===== src/rtl/merge_pkg.sv =====
// Shared source identifiers for the demux/merge datapath.
// The encoding matches the demux select: 0 = stream A, 1 = stream B.
package merge_pkg;

    localparam logic SRC_A = 1'b0;
    localparam logic SRC_B = 1'b1;

endpackage


===== src/rtl/rr_arb2.sv =====
// Two-way round-robin arbiter: bit 0 of req/gnt is stream A and bit 1 is stream B.
// On a tie, the grant goes to the requester that was not served last.
module rr_arb2
    import merge_pkg::*;
(
    input  logic       clk,
    input  logic       rst_n,
    input  logic [1:0] req,
    input  logic       advance,
    output logic [1:0] gnt
);

    logic last_src;

    always_comb begin
        gnt = req;
        if (req == 2'b11) begin
            gnt = (last_src == SRC_B) ? 2'b01 : 2'b10;
        end
    end

    // last_src resets to B so that A wins the first tie after reset.
    always_ff @(posedge clk) begin
        if (!rst_n) begin
            last_src <= SRC_B;
        end else if (advance) begin
            last_src <= gnt[1] ? SRC_B : SRC_A;
        end
    end

endmodule


===== src/rtl/merge2to1_4bit_rr.sv =====
// Round-robin 2:1 stream merge with a registered output and a source tag.
// Define MERGE_COUNT_EN to add per-input handshake counters (a_count/b_count).
module merge2to1_4bit_rr
   import merge_pkg::*;
#(
   parameter int WIDTH = 4,
   parameter int CNT_W = 8
)
(
   input  logic             clk,
   input  logic             rst_n,
   input  logic [WIDTH-1:0] a_data,
   input  logic             a_valid,
   output logic             a_ready,
   input  logic [WIDTH-1:0] b_data,
   input  logic             b_valid,
   output logic             b_ready,
   output logic [WIDTH-1:0] y_data,
   output logic             y_src,
   output logic             y_valid,
   input  logic             y_ready
`ifdef MERGE_COUNT_EN
   ,
   output logic [CNT_W-1:0] a_count,
   output logic [CNT_W-1:0] b_count
`endif
);

   logic       load;
   logic       advance;
   logic [1:0] req;
   logic [1:0] gnt;

   assign load    = !y_valid || y_ready;
   assign req     = {b_valid, a_valid};
   assign advance = load && (|req);

   rr_arb2 u_arb (
      .clk     (clk),
      .rst_n   (rst_n),
      .req     (req),
      .advance (advance),
      .gnt     (gnt)
   );

   // Readies are held low during reset so no word is accepted and then discarded.
   assign a_ready = rst_n && load && gnt[0];
   assign b_ready = rst_n && load && gnt[1];

   // Output register: loads the granted word when free, holds it while stalled.
   always_ff @(posedge clk) begin
      if (!rst_n) begin
         y_valid <= 1'b0;
         y_data  <= '0;
         y_src   <= SRC_A;
      end else if (load) begin
         if (|gnt) begin
            y_valid <= 1'b1;
            y_data  <= gnt[1] ? b_data : a_data;
            y_src   <= gnt[1] ? SRC_B : SRC_A;
         end else begin
            y_valid <= 1'b0;
         end
      end
   end

`ifdef MERGE_COUNT_EN
   // Per-input handshake counters, wrapping naturally at 2^CNT_W.
   always_ff @(posedge clk) begin
      if (!rst_n) begin
         a_count <= '0;
         b_count <= '0;
      end else begin
         if (a_valid && a_ready) begin
            a_count <= a_count + CNT_W'(1);
         end
         if (b_valid && b_ready) begin
            b_count <= b_count + CNT_W'(1);
         end
      end
   end
`endif

endmodule

===== config.mk =====
export PLATFORM = sky130hd
export DESIGN_NAME = merge2to1_4bit_rr
export DESIGN_NICKNAME = d
export VERILOG_FILES = /design/src/rtl/merge_pkg.sv /design/src/rtl/rr_arb2.sv /design/src/rtl/merge2to1_4bit_rr.sv
export SDC_FILE = /design/constraint.sdc
export NUM_CORES = 1
export LEC_CHECK = 0
export BUFFER_PORTS_ARGS = -buffer_cell sky130_fd_sc_hd__buf_4
export CAP_MARGIN = 10
export CORE_AREA = 2 2 39 41
export CTS_BUF_LIST = sky130_fd_sc_hd__clkbuf_4 sky130_fd_sc_hd__clkbuf_8 sky130_fd_sc_hd__clkbuf_16
export DETAILED_ROUTE_END_ITERATION = 10
export DIE_AREA = 0 0 41 43
export SLEW_MARGIN = 30
export SYNTH_ARGS = -nofsm -noshare
export SYNTH_HDL_FRONTEND = slang
export SYNTH_SLANG_ARGS = --single-unit

===== constraint.sdc =====
create_clock -name clk -period 1.2 [get_ports clk]
set_input_delay 0.24 -clock clk [delete_from_list [all_inputs] [get_ports clk]]
set_output_delay 0.24 -clock clk [all_outputs]
set_load 0.05 [all_outputs]

==> summary.txt <==
Placement
  • Cells after DPL: 76
  • Global placement routability congestion: 0.6182
  • Post-DP HPWL: roughly 670 um
  • Placed Area: ~550 sq um
  • Input/output buffers: 20

Yosys
  • Sequential fraction of the synthesis area: around two fifths
  • Largest family of logic cells by synthesized area: compound AO/OA/AOI/OAI gates
  • Synth Instances: 38
  • Compound-gate portion of the synthesized area: a little under 30%
  • Synthesis-stage register bit count: 7
  • Synth Area in Simple Gates: between 10% and 20%
  • Synth Net Count: ~50
  • Ys Warns: 0
  • Multiplexer share of the synthesized area: between 10% and 20%
  • Mapped cell area: ~340 sq um
  • XOR/XNOR Fraction of Synth Area: 0%
  • Area share of fa/ha/maj cells after synthesis: 0%
  • Mean Syn Cell Area: 8.923 sq um
  • Cell variety after synth: 17

Outcome
  • Failing checks: setup timing
  • Outcome: finished, violations left

Route
  • Uppermost layer routed: met4
  • DR WL met3: 58 um
  • ANT nets after route: 0
  • DR vias: around 380
  • Met2 WL: 395 um
  • # DRC: 0
  • Post-Route M1 WL: ~380 um
  • Initial DRC Count: 3
  • First-pass iteration count of the detailed router: 2
  • Vias per cell: 4.630
  • Wirelength per Cell: around 11 um
  • Total routed wirelength: about 850 um

STA
  • Final-report max-slew violation count: 0
  • RSZ-0062 raised after global routing: yes
  • Final hold vios: 0
  • Relative slew slack: roughly 80%
  • Least-Margin Pin Slew: 0.2908 ns
  • PnR worst setup slack: -0.1073 ns
  • Finish-stage setup viols: 2
  • Fin crit period: 1.307 ns
  • Hold WS: approximately 0.18 ns
  • Layout Skew: roughly 0.0037 ns
  • Period utilization: 108.9%
  • FMAX: approximately 0.76 GHz

Cells and area
  • Post-route cell area: 618.1 sq um
  • Most common cell after layout, fill and taps aside: buf_4
  • Nets@finish: between 70 and 80
  • Ant diodes: 0
  • Most frequent cells in the layout: buf_4 (21), a21oi_1 (7), dfxtp_1 (5)
  • Layout cells sized above 1: 55.38%
  • Util after Layout: ~45%
  • Non-Filler Instances: ~80
  • Area growth, synth to finish: 82.29%

Floorplan
  • Die X: a little over 40 um
  • Total I/O pin count: 21
  • Starting Density: around a quarter
  • Die area: between 1500 and 2000 sq um
  • Die height: approximately 43 um
  • # rows: 14
  • Core Box Area: between 1000 and 1500 sq um

Critical path
  • Crit-path cells: a21boi_4 -> and3_4 -> buf_8
  • Worst r2r path cells: 5
  • CP startpoint kind: flip-flop
  • Setup CP Type: flip-flop to output pin
  • Flop-to-flop setup slack: 0.06 ns
  • Crit path DAT: 1.07 ns
  • Critical Path Start: u_arb.last_src$_SDFFE_PN1P_
  • Crit-path slowest cell: dfxtp_4
  • R2r endpoint: y_data[0]$_SDFFE_PN0P_
  • Worst EP required: roughly 0.96 ns
  • Worst path max stage delay: 0.36 ns
  • CP Max Fanout: 4
  • Worst R2R Start: u_arb.last_src$_SDFFE_PN1P_
  • Worst setup EP type: output pin

Clock network
  • Clock root buffer: clkbuf_4
  • CTS clock-pin slew for the worst setup and hold paths: roughly 0.050 ns
  • Bufs on Longest Clock Path: 2
  • H-Tree Depth: 1
  • Worst-Skew Late Latency: 0.25 ns
  • CTS tree: done
  • CTS Buf Count: 3
  • CTS sink cnt: 7

Global routing
  • Largest net degree at the start of global routing: 9
  • Total gr overflow: 0
  • Vias in the first global route: approximately 350
  • Total GRT Usage: 11.96%
  • First-pass GRT wire length: 1366 um
  • Initial antenna violation count: 0

Job
  • Max Cap Viol: 0

Power
  • Leakage power: between 0.2 and 0.3 nW
  • Overall Power: approximately 0.74 mW
  • Maximum vdd drop: around 0.4 mV
  • PD cells: between 1000 and 1500 nW/um^2

Hold path
  • HP Start: rst_n
  • WHS Endpoint: u_arb.last_src$_SDFFE_PN1P_
  • Hold WC Path Type: primary input to flip-flop
  • Min-Delay Path Depth: 2
cell usage after synthesis, drive strengths merged:
library cell  instances  area, sq um
a211oi                4        30.03
a21boi                1        18.77
a21oi                 7        35.03
and3                  2        13.77
clkbuf                1        3.750
dfxtp                 7        140.1
inv                   2        7.510
mux2i                 4        40.04
nand2                 1        3.750
nand2b                1        6.260
nor2                  2        7.510
nor2b                 1        6.260
nor3                  1        5.000
o21ai                 3        15.01
or2                   1        6.260
worst max-delay path, delay by kind of cell, from the launching register on:
family | cells | cell delay [ns]
DFF | 1 | 0.36
AOI/OAI and AO/OA | 1 | 0.13
buffers and inverters | 1 | 0.14
and+or+nand+nor | 1 | 0.20
sequential cells by signal, indices dropped and copies added (netlist names):
name            cells
u_arb.last_src      1
y_valid             1
y_src               1
y_data              4
logic make-up (layout without fill, tap and decap cells):
kind of cell	Yosys count	after routing
multiplexers	4	4
AO/OA/AOI/OAI	15	15
flip-flops	7	7
buffers and inverters	3	30
AND/OR/NAND/NOR	9	9
metal layers:
layer  vias up  GRT usage, %
met5         -             0
met3         4         3.141
met4         0         10.00
met2        17         18.13
li1        193             -
met1       161         12.90
timing repair:
item,in CTS,in global routing
hold endpoints to repair,0,0
setup endpoints to repair,2,2
setup buffers,0,1
resized for setup,6,3
hold buffers,0,0
pin swaps,1,1
final cells by class:
cell class	instances	area (sq um)
multi-input combinational	28	217.7
clock buffer	4	30.03
inverter	2	7.507
sequential	7	147.6
timing repair buffer	24	195.2
tap	16	20.02
fill	150	765.7
report_power, final:
| group | switching, mW | internal, mW | leakage (nW) |
|---|---|---|---|
| Combinational | 0.136 | 0.105 | 0.207 |
| Clock | 0.0812 | 0.149 | 0.0184 |
| Sequential | 0.0136 | 0.253 | 0.0588 |
| Total | 0.231 | 0.507 | 0.284 |
metrics by stage:
| stage | worst slack (ns) | TNS [ns] |
|---|---|---|
| global placement | 0.07315 | 0 |
| detailed placement | 0.06173 | 0 |
| global route | -0.1512 | -0.3362 |
| finish | -0.1073 | -0.1889 |
| CTS | -0.1128 | -0.2205 |
| floorplan | -0.04688 | -0.04688 |
how the worst max path moves through the flow:
stage,to,slack [ns],cells after the start
2_1_floorplan,a_ready,-0.05,2
3_3_place_gp,b_ready,0.07,4
3_5_place_dp,b_ready,0.06,4
4_1_cts,b_ready,-0.11,3
5_1_grt,b_ready,-0.15,3
6_report,b_ready,-0.11,3
(Power assumes the default switching activity.)
